**src/rtl/mask_match_sequencer_if.sv**
```systemverilog
// Bundle of job, matcher and round-beat signals around mask_match_sequencer.
// slave is the sequencer's view; master is the surrounding logic's view.
interface mask_match_sequencer_if #(
    parameter int unsigned BITMASK_LENGTH = 4,
    parameter int unsigned INDEX_BITWIDTH = 3,
    parameter int unsigned COUNT_BITWIDTH = 3,
    parameter int unsigned TOTAL_BITWIDTH = 4
);
    // Job intake from the sparse-operand buffer
    logic                      in_valid;
    logic                      in_ready;
    logic [BITMASK_LENGTH-1:0] in_bitmask_w;
    logic [BITMASK_LENGTH-1:0] in_bitmask_a;

    // Combinational matcher operands and results
    logic [BITMASK_LENGTH-1:0] mm_bitmask_w;
    logic [BITMASK_LENGTH-1:0] mm_bitmask_a;
    logic [INDEX_BITWIDTH-1:0] mm_start_w;
    logic [INDEX_BITWIDTH-1:0] mm_start_a;
    logic [BITMASK_LENGTH-1:0] mm_sel_w;
    logic [BITMASK_LENGTH-1:0] mm_sel_a;
    logic [COUNT_BITWIDTH-1:0] mm_num;
    logic [INDEX_BITWIDTH-1:0] mm_next_w;
    logic [INDEX_BITWIDTH-1:0] mm_next_a;
    logic                      mm_last;

    // Round beats toward the PE operand fetch
    logic                      out_valid;
    logic                      out_ready;
    logic [BITMASK_LENGTH-1:0] out_sel_w;
    logic [BITMASK_LENGTH-1:0] out_sel_a;
    logic [COUNT_BITWIDTH-1:0] out_num;
    logic                      out_last;
    logic [TOTAL_BITWIDTH-1:0] out_total;
    logic                      out_err;

    modport slave (
        input  in_valid, in_bitmask_w, in_bitmask_a,
        input  mm_sel_w, mm_sel_a, mm_num, mm_next_w, mm_next_a, mm_last,
        input  out_ready,
        output in_ready,
        output mm_bitmask_w, mm_bitmask_a, mm_start_w, mm_start_a,
        output out_valid, out_sel_w, out_sel_a, out_num, out_last, out_total, out_err
    );

    modport master (
        output in_valid, in_bitmask_w, in_bitmask_a,
        output mm_sel_w, mm_sel_a, mm_num, mm_next_w, mm_next_a, mm_last,
        output out_ready,
        input  in_ready,
        input  mm_bitmask_w, mm_bitmask_a, mm_start_w, mm_start_a,
        input  out_valid, out_sel_w, out_sel_a, out_num, out_last, out_total, out_err
    );
endinterface

```
**src/rtl/mask_match_sequencer.sv**
```systemverilog
// Walks one weight/activation bitmask pair through a combinational matcher,
// emitting one registered beat per round; the last beat carries the job total.
module mask_match_sequencer #(
    parameter int unsigned BITMASK_LENGTH = 4,
    parameter int unsigned INDEX_BITWIDTH = 3,
    parameter int unsigned COUNT_BITWIDTH = 3,
    parameter int unsigned TOTAL_BITWIDTH = 4
) (
    input  logic                   clock,
    input  logic                   reset,
    mask_match_sequencer_if.slave  bus
);
    localparam logic [INDEX_BITWIDTH-1:0] LAST_ROUND = INDEX_BITWIDTH'(BITMASK_LENGTH - 1);

    typedef enum logic [1:0] {
        S_IDLE    = 2'd0,
        S_EVAL    = 2'd1,
        S_PRESENT = 2'd2
    } state_t;

    state_t                    r_state;
    logic                      r_in_ready;
    logic [BITMASK_LENGTH-1:0] r_mask_w;
    logic [BITMASK_LENGTH-1:0] r_mask_a;
    logic [INDEX_BITWIDTH-1:0] r_start_w;
    logic [INDEX_BITWIDTH-1:0] r_start_a;
    logic [INDEX_BITWIDTH-1:0] r_next_w;
    logic [INDEX_BITWIDTH-1:0] r_next_a;
    logic [INDEX_BITWIDTH-1:0] r_round;
    logic [TOTAL_BITWIDTH-1:0] r_acc;
    logic                      r_out_valid;
    logic [BITMASK_LENGTH-1:0] r_sel_w;
    logic [BITMASK_LENGTH-1:0] r_sel_a;
    logic [COUNT_BITWIDTH-1:0] r_num;
    logic                      r_last;
    logic [TOTAL_BITWIDTH-1:0] r_total;
    logic                      r_err;

    logic                      w_accept;
    logic                      w_handshake;
    logic                      w_stall;
    logic                      w_overrun;
    logic [TOTAL_BITWIDTH-1:0] w_total_next;

    // r_in_ready is only ever set while idle, so it doubles as the IDLE qualifier
    assign w_accept     = r_in_ready & bus.in_valid;
    assign w_handshake  = r_out_valid & bus.out_ready;
    assign w_stall      = (bus.mm_num == '0) & ~bus.mm_last;
    assign w_overrun    = (r_round == LAST_ROUND) & ~bus.mm_last;
    assign w_total_next = r_acc + TOTAL_BITWIDTH'(bus.mm_num);

    always_ff @(posedge clock or posedge reset) begin
        if (reset) begin
            r_state     <= S_IDLE;
            r_in_ready  <= 1'b0;
            r_mask_w    <= '0;
            r_mask_a    <= '0;
            r_start_w   <= '0;
            r_start_a   <= '0;
            r_next_w    <= '0;
            r_next_a    <= '0;
            r_round     <= '0;
            r_acc       <= '0;
            r_out_valid <= 1'b0;
            r_sel_w     <= '0;
            r_sel_a     <= '0;
            r_num       <= '0;
            r_last      <= 1'b0;
            r_total     <= '0;
            r_err       <= 1'b0;
        end else begin
            case (r_state)
                S_IDLE: begin
                    r_in_ready <= 1'b1;
                    if (w_accept) begin
                        r_in_ready <= 1'b0;
                        r_mask_w   <= bus.in_bitmask_w;
                        r_mask_a   <= bus.in_bitmask_a;
                        r_start_w  <= '0;
                        r_start_a  <= '0;
                        r_round    <= '0;
                        r_acc      <= '0;
                        r_state    <= S_EVAL;
                    end
                end
                S_EVAL: begin
                    r_sel_w     <= bus.mm_sel_w;
                    r_sel_a     <= bus.mm_sel_a;
                    r_num       <= bus.mm_num;
                    r_next_w    <= bus.mm_next_w;
                    r_next_a    <= bus.mm_next_a;
                    r_acc       <= w_total_next;
                    r_total     <= w_total_next;
                    r_round     <= r_round + INDEX_BITWIDTH'(1);
                    r_last      <= bus.mm_last | w_stall | w_overrun;
                    r_err       <= w_stall | w_overrun;
                    r_out_valid <= 1'b1;
                    r_state     <= S_PRESENT;
                end
                S_PRESENT: begin
                    // Beat and start indices are frozen until the downstream accepts
                    if (w_handshake) begin
                        r_out_valid <= 1'b0;
                        if (r_last) begin
                            r_in_ready <= 1'b1;
                            r_state    <= S_IDLE;
                        end else begin
                            r_start_w <= r_next_w;
                            r_start_a <= r_next_a;
                            r_state   <= S_EVAL;
                        end
                    end
                end
                default: begin
                    r_state <= S_IDLE;
                end
            endcase
        end
    end

    assign bus.in_ready     = r_in_ready;
    assign bus.mm_bitmask_w = r_mask_w;
    assign bus.mm_bitmask_a = r_mask_a;
    assign bus.mm_start_w   = r_start_w;
    assign bus.mm_start_a   = r_start_a;
    assign bus.out_valid    = r_out_valid;
    assign bus.out_sel_w    = r_sel_w;
    assign bus.out_sel_a    = r_sel_a;
    assign bus.out_num      = r_num;
    assign bus.out_last     = r_last;
    assign bus.out_total    = r_total;
    assign bus.out_err      = r_err;
endmodule

```
**src/flat_wrapper.sv**
```systemverilog
// flat-port wrapper written by rule: the top's interface ports become plain ports
module mask_match_sequencer_flat 
#(
    parameter int unsigned BITMASK_LENGTH = 4,
    parameter int unsigned INDEX_BITWIDTH = 3,
    parameter int unsigned COUNT_BITWIDTH = 3,
    parameter int unsigned TOTAL_BITWIDTH = 4
)
  (clock, reset, bus_in_valid, bus_in_bitmask_w, bus_in_bitmask_a, bus_mm_sel_w, bus_mm_sel_a, bus_mm_num, bus_mm_next_w, bus_mm_next_a, bus_mm_last, bus_out_ready, bus_in_ready, bus_mm_bitmask_w, bus_mm_bitmask_a, bus_mm_start_w, bus_mm_start_a, bus_out_valid, bus_out_sel_w, bus_out_sel_a, bus_out_num, bus_out_last, bus_out_total, bus_out_err);
  mask_match_sequencer_if #(.BITMASK_LENGTH(BITMASK_LENGTH), .INDEX_BITWIDTH(INDEX_BITWIDTH), .COUNT_BITWIDTH(COUNT_BITWIDTH), .TOTAL_BITWIDTH(TOTAL_BITWIDTH)) bus_i ();
  input  logic clock;
  input  logic reset;
  input wire logic [$bits(bus_i.in_valid)-1:0] bus_in_valid;
  input wire logic [$bits(bus_i.in_bitmask_w)-1:0] bus_in_bitmask_w;
  input wire logic [$bits(bus_i.in_bitmask_a)-1:0] bus_in_bitmask_a;
  input wire logic [$bits(bus_i.mm_sel_w)-1:0] bus_mm_sel_w;
  input wire logic [$bits(bus_i.mm_sel_a)-1:0] bus_mm_sel_a;
  input wire logic [$bits(bus_i.mm_num)-1:0] bus_mm_num;
  input wire logic [$bits(bus_i.mm_next_w)-1:0] bus_mm_next_w;
  input wire logic [$bits(bus_i.mm_next_a)-1:0] bus_mm_next_a;
  input wire logic [$bits(bus_i.mm_last)-1:0] bus_mm_last;
  input wire logic [$bits(bus_i.out_ready)-1:0] bus_out_ready;
  output wire logic [$bits(bus_i.in_ready)-1:0] bus_in_ready;
  output wire logic [$bits(bus_i.mm_bitmask_w)-1:0] bus_mm_bitmask_w;
  output wire logic [$bits(bus_i.mm_bitmask_a)-1:0] bus_mm_bitmask_a;
  output wire logic [$bits(bus_i.mm_start_w)-1:0] bus_mm_start_w;
  output wire logic [$bits(bus_i.mm_start_a)-1:0] bus_mm_start_a;
  output wire logic [$bits(bus_i.out_valid)-1:0] bus_out_valid;
  output wire logic [$bits(bus_i.out_sel_w)-1:0] bus_out_sel_w;
  output wire logic [$bits(bus_i.out_sel_a)-1:0] bus_out_sel_a;
  output wire logic [$bits(bus_i.out_num)-1:0] bus_out_num;
  output wire logic [$bits(bus_i.out_last)-1:0] bus_out_last;
  output wire logic [$bits(bus_i.out_total)-1:0] bus_out_total;
  output wire logic [$bits(bus_i.out_err)-1:0] bus_out_err;
  assign bus_i.in_valid = bus_in_valid;
  assign bus_i.in_bitmask_w = bus_in_bitmask_w;
  assign bus_i.in_bitmask_a = bus_in_bitmask_a;
  assign bus_i.mm_sel_w = bus_mm_sel_w;
  assign bus_i.mm_sel_a = bus_mm_sel_a;
  assign bus_i.mm_num = bus_mm_num;
  assign bus_i.mm_next_w = bus_mm_next_w;
  assign bus_i.mm_next_a = bus_mm_next_a;
  assign bus_i.mm_last = bus_mm_last;
  assign bus_i.out_ready = bus_out_ready;
  assign bus_in_ready = bus_i.in_ready;
  assign bus_mm_bitmask_w = bus_i.mm_bitmask_w;
  assign bus_mm_bitmask_a = bus_i.mm_bitmask_a;
  assign bus_mm_start_w = bus_i.mm_start_w;
  assign bus_mm_start_a = bus_i.mm_start_a;
  assign bus_out_valid = bus_i.out_valid;
  assign bus_out_sel_w = bus_i.out_sel_w;
  assign bus_out_sel_a = bus_i.out_sel_a;
  assign bus_out_num = bus_i.out_num;
  assign bus_out_last = bus_i.out_last;
  assign bus_out_total = bus_i.out_total;
  assign bus_out_err = bus_i.out_err;
  mask_match_sequencer #(.BITMASK_LENGTH(BITMASK_LENGTH), .INDEX_BITWIDTH(INDEX_BITWIDTH), .COUNT_BITWIDTH(COUNT_BITWIDTH), .TOTAL_BITWIDTH(TOTAL_BITWIDTH)) u_core (.clock(clock), .reset(reset), .bus(bus_i));
endmodule
```
**config.mk**
```make
export PLATFORM = sky130hd
export DESIGN_NAME = mask_match_sequencer_flat
export DESIGN_NICKNAME = d
export VERILOG_FILES = /design/src/rtl/mask_match_sequencer_if.sv /design/src/rtl/mask_match_sequencer.sv /design/src/flat_wrapper.sv
export SDC_FILE = /design/constraint.sdc
export NUM_CORES = 1
export LEC_CHECK = 0
export ABC_AREA = 1
export BUFFER_PORTS_ARGS = -buffer_cell sky130_fd_sc_hd__buf_2
export CAP_MARGIN = 20
export CORE_ASPECT_RATIO = 0.75
export CORE_MARGIN = 2
export CORE_UTILIZATION = 45
export CTS_BUF_LIST = sky130_fd_sc_hd__clkbuf_4 sky130_fd_sc_hd__clkbuf_8 sky130_fd_sc_hd__clkbuf_16
export DETAILED_ROUTE_END_ITERATION = 8
export PLACE_DENSITY = 0.81
export SLEW_MARGIN = 20
export SYNTH_ARGS = -nofsm -noshare
export SYNTH_HDL_FRONTEND = slang
export SYNTH_SLANG_ARGS = --single-unit
```
**constraint.sdc**
```tcl
create_clock -name clock -period 2.1 [get_ports clock]
set_clock_uncertainty 0.1 [all_clocks]
set_input_delay 0.42 -clock clock [delete_from_list [all_inputs] [get_ports clock]]
set_output_delay 0.42 -clock clock [all_outputs]
set_load 0.01 [all_outputs]
```
* Word-level counts from Yosys, hierarchy flattened
Cells that the tools add are included.
Operators by class: muxes and demuxes 20, reduce and logical (&&, ||, !) cells 11, bitwise operators 8, equal/unequal tests 7, $add $sub $neg 2
Operators with widths (count):
- 3-bit case mux with 2 select lines | 3
- 3-bit two-way mux | 5
- 4-bit case mux with 2 select lines | 1
- 2-bit AND reduction | 4
- 2-bit by 1-bit != test with 1-bit output, second input constant | 3
- 2-bit case mux with 3 select lines | 1
- 2-bit nonzero test | 3
- 1-bit two-way mux | 5
- 4-bit by 3-bit adder with 4-bit output | 1
- 1-bit bitwise AND | 4
- 2-bit two-way mux | 2
- 4-bit two-way mux | 1
- 1-bit case mux with 2 select lines | 2
- 4-bit AND reduction | 1
- 3-bit by 1-bit adder with 3-bit output, second input constant | 1
- 3-bit by 2-bit equality test with 1-bit output, second input constant | 1
- 3-bit logical NOT | 1
- 1-bit OR | 3
- 3-bit AND reduction | 1
- 2-bit by 1-bit equality test with 1-bit output, second input constant | 1
- 2-bit equality test, second input constant | 1
- 2-bit logical NOT | 1
- 2-bit != test, second input constant | 1
- 1-bit NOT | 1
Storage, ports and cells: word-level logic and storage cells 65, register bits after elaboration 48, output and inout bits 33, input port bits 30

* Longest topological paths before layout
depth after elaboration 4, gate-level depth with buffers 8

* Worst setup path before layout
No wires, ideal clock.
path kind input to register, start in bus_mm_num[0], end reg u_core.r_acc[1], data arrival time 1.436 ns, setup slack 0.488 ns, library setup time 0.076 ns, cell stages on the path 5, required time 1.924 ns, path through ha_1 -> inv_1 -> fa_1 -> or2_2 -> o21ai_1
On the way: word-level cells in the longest chain between the ends 2
RTL lines:
- start: declaration | line flat_wrapper.sv:18 | input wire logic [$bits(bus_i.mm_num)-1:0] bus_mm_num;
- 4-bit by 3-bit adder with 4-bit output | line mask_match_sequencer.sv:50 | assign w_total_next = r_acc + TOTAL_BITWIDTH'(bus.mm_num);
- 4-bit case mux with 2 select lines | line mask_match_sequencer.sv:72 | case (r_state)
- end signal: assignment | line mask_match_sequencer.sv:92 | r_acc <= w_total_next;
- end: declaration | line mask_match_sequencer.sv:30 | logic [TOTAL_BITWIDTH-1:0] r_acc;
Every way passes these cells. A chain may end at the register's enable or synchronous reset.

* Worst setup path after layout
start reg u_core.r_state[0], end reg u_core.r_start_w[2], in the netlist u_core.bus.mm_start_w[2]
On the way: word-level cells in the longest chain between the ends 3, elaborated cells between the ends (all ways) 8
RTL lines:
- start: declaration | line mask_match_sequencer.sv:21 | state_t r_state;
- start signal: assignment | line mask_match_sequencer.sv:54 | r_state <= S_IDLE;
- start signal: assignment | line mask_match_sequencer.sv:83 | r_state <= S_EVAL;
- start signal: assignment | line mask_match_sequencer.sv:98 | r_state <= S_PRESENT;
- 2-bit equality test / 2-bit logical NOT (equally long branches) | line mask_match_sequencer.sv:72
- 2-bit != test (no source line), or another cell as far along
- 4-bit AND reduction (no source line)
- end signal: assignment | line mask_match_sequencer.sv:108 | r_start_w <= r_next_w;
- end: declaration | line mask_match_sequencer.sv:25 | logic [INDEX_BITWIDTH-1:0] r_start_w;
Several ways; a longest one is shown, not always the timed one.

==> summary.txt <==
Layout
  • Final #Nets: 330
  • Share of cells above drive strength 1: between 20 and 30%
  • ANT cells: 0
  • Synthesis-to-layout area growth: 23.5%
  • Commonest cells after routing, fill and taps aside: 114 x nand2_1, 62 x buf_2, 48 x dfrtp_1
  • Commonest non-fill, non-tap cell in the layout: nand2_1

Yosys
  • Yosys warnings: 0
  • Post-synth ARST share: 100%
  • Seq/Total Area, Yosys: approximately three fifths
  • Synth Instances: around 230
  • Number of synthesized register bits: between 40 and 50
  • Yosys cell types: 19
  • Synth Net Count: 264
  • Synth Flop Type: dfrtp_1
  • Synthesized cell area: 2010 µm²
  • Syn Area/Cell: between 8 and 9 µm²
  • EDFF count, synth: 0

STA
  • Fmax: ~0.62 GHz
  • Final period utilization: about 77%
  • Slew @ Worst Pin: about 490 ps
  • Rel. slew slack: 67.0%
  • Hold_ws: between 40 and 50 ps
  • # setup viols final: 0
  • Final min period: between 1500 and 2000 ps
  • Fin. Hold Viols: 0
  • Setup TNS: 0 ps
  • RSZ-0062 raised after global routing: no
  • Max-slew violation count: 0

Clock tree
  • Cts hold-fix bufs: 0
  • CTS clk-pin slew, worst paths: approximately 80 ps
  • Post-CTS resize count: 0
  • CTS Buf Count: 5
  • Clk Latency, worst-skew pair: slightly below 300 ps
  • Root Driver: clkbuf_8
  • Clk sinks: 48
  • CTS tree: done
  • CTS max path bufs: 2
  • Post-CTS Setup Bufs: 0
  • H-tree Lvls: 2

Critical path
  • Slowest stage delay, CP: 450 ps
  • CP Launch Type: flip-flop
  • Max FO, Critical Path: 11
  • Critical Path RT: 2190 ps
  • Crit-path slowest cell: dfrtp_1
  • Crit path cell chain: nor2_1 -> nand2_1 -> nand2_2 -> nand2_2 -> nand2_1 -> nand2_1
  • R2r endpoint: u_core.bus.mm_start_w[2]
  • R2r startpoint: u_core.r_state[0]
  • Reg2reg path depth: 6
  • Critical path class: flip-flop to flip-flop
  • Top Family by Delay on Critical Path: simple AND/OR/NAND/NOR gates
  • Critical path endpoint category: flip-flop
  • WP buf/inv: 0
  • WP data arrival: ~1700 ps
  • Crit path from: u_core.r_state[0]
  • Reg2reg setup slack: between 400 and 500 ps
  • Crit path top cell by count: nand2_1

Global routing
  • Initial antenna violation count: 0
  • Global Route Usage Sum: ~17%
  • Pin count of the biggest net entering global routing: 27
  • Overflow after GRT: 0
  • First-pass GRT wire length: roughly 6400 µm
  • Vias in the first global route: ~1.4k

Detailed routing
  • Routed vias: between 1.5k and 2k
  • Via density: 4.64
  • # DRC: 0
  • Remaining antenna violation count: 0
  • DRT Pass-1 Iters: 4
  • Routed WL: about 4000 µm
  • 1st-iter DRT viols: 46
  • Routed wire per std cell: 11.1 µm

Outcome
  • Outcome: completed

Place
  • IO Port Bufs: 62
  • GPL Wtd Cong: between 0.7 and 0.8
  • HPWL Detailed: 2940 µm

Power and ir drop
  • Pwr Density: around 1400 nW/µm²
  • Leakage power: around 1.5 nW
  • Peak supply drop: between 0.5 and 0.6 mV

Floorplanning
  • Io pins: 63
  • Starting Density: a little under half
  • Die Ht: 61.9 µm
  • Row count: 21
  • Core area: about 4400 µm²
  • Die width: slightly above 80 µm
  • Die footprint: 5020 µm²

Hold path
  • Min-Delay Path Class: input pin to asynchronous set/reset pin

Job
  • Number of max-cap violations: 0
## worst max-delay path by stage
| stage | to | slack [ps] | cells past startpoint |
|---|---|---|---|
| final | u_core.bus.mm_start_w[2] | 480 | 6 |
| after global routing | u_core.bus.mm_start_a[1] | 320 | 6 |
| after CTS | u_core.bus.mm_start_w[2] | 450 | 6 |
| after detailed placement | u_core.r_acc[1] | 310 | 6 |
| after global placement | u_core.r_acc[1] | 360 | 6 |
| after floorplan | u_core.bus.in_ready | 440 | 1 |
## cell type report
type | count | area [µm²]
clock buffers | 6 | 82.6
clock inverters | 2 | 10.0
fillers | 411 | 1910
inverters | 18 | 67.6
multi-input cells | 156 | 703
flip-flops and latches | 48 | 1200
well taps | 57 | 71.3
repair buffers | 65 | 345
## power by group
group          internal (mW)  switching, mW  total [mW]
logic                  0.531          0.829        1.36
clock network          0.263          0.285       0.548
registers               1.33          0.227        1.55
total                   2.12           1.34        3.46
## metal layers
layer  track usage [%]  up-vias  wire (µm)
li1                  -      825          -
met1              22.4      755       1850
met2              28.7       50       1770
met3              4.77        4        264
met4              4.36        0         28
met5                 0        -          0
## cell usage after synthesis, types with 3 or more instances
library cell,number,area share (%)
ha_1,5,3.1
a21oi_1,4,1.0
inv_2,3,0.56
nand3_1,11,2.7
buf_2,3,0.75
dfrtp_1,48,60
o21ai_0,5,1.2
nand2_2,3,0.93
nand2_1,114,21
inv_1,15,2.8
nor2_1,7,1.3
buf_4,3,1.1
## through the flow
step	cell area [µm²]	cells	setup WS, ps	total power, mW	utilization, %
final	2480	352	475	3.46	56.5
after global routing	2480	352	320	3.81	56.5
after CTS	2480	352	453	3.52	56.5
after detailed placement	2390	344	314	2.95	54.4
after global placement	2390	344	358	2.88	54.4
after floorplan	2010	228	436	2.45	-
## state kept, by name, summed over array words and instances (netlist names), 3 cells and up
name / count
u_core.bus.mm_bitmask_a: 4
u_core.bus.mm_bitmask_w: 4
u_core.bus.out_sel_a: 4
u_core.bus.out_sel_w: 4
u_core.bus.out_total: 4
u_core.r_acc: 4
u_core.bus.mm_start_a: 3
u_core.bus.mm_start_w: 3
u_core.bus.out_num: 3
u_core.r_next_a: 3
u_core.r_next_w: 3
u_core.r_round: 3
## logic make-up after synthesis
group / after synthesis / share of synthesized area (%)
compound gates: 11 / 2.80
xor+xnor: 1 / 0.436
buf+inv: 24 / 5.23
simple gates: 138 / 27.6
flops: 48 / 59.8
fa+ha+maj: 6 / 4.11
Power figures use the tool's default switching activity.
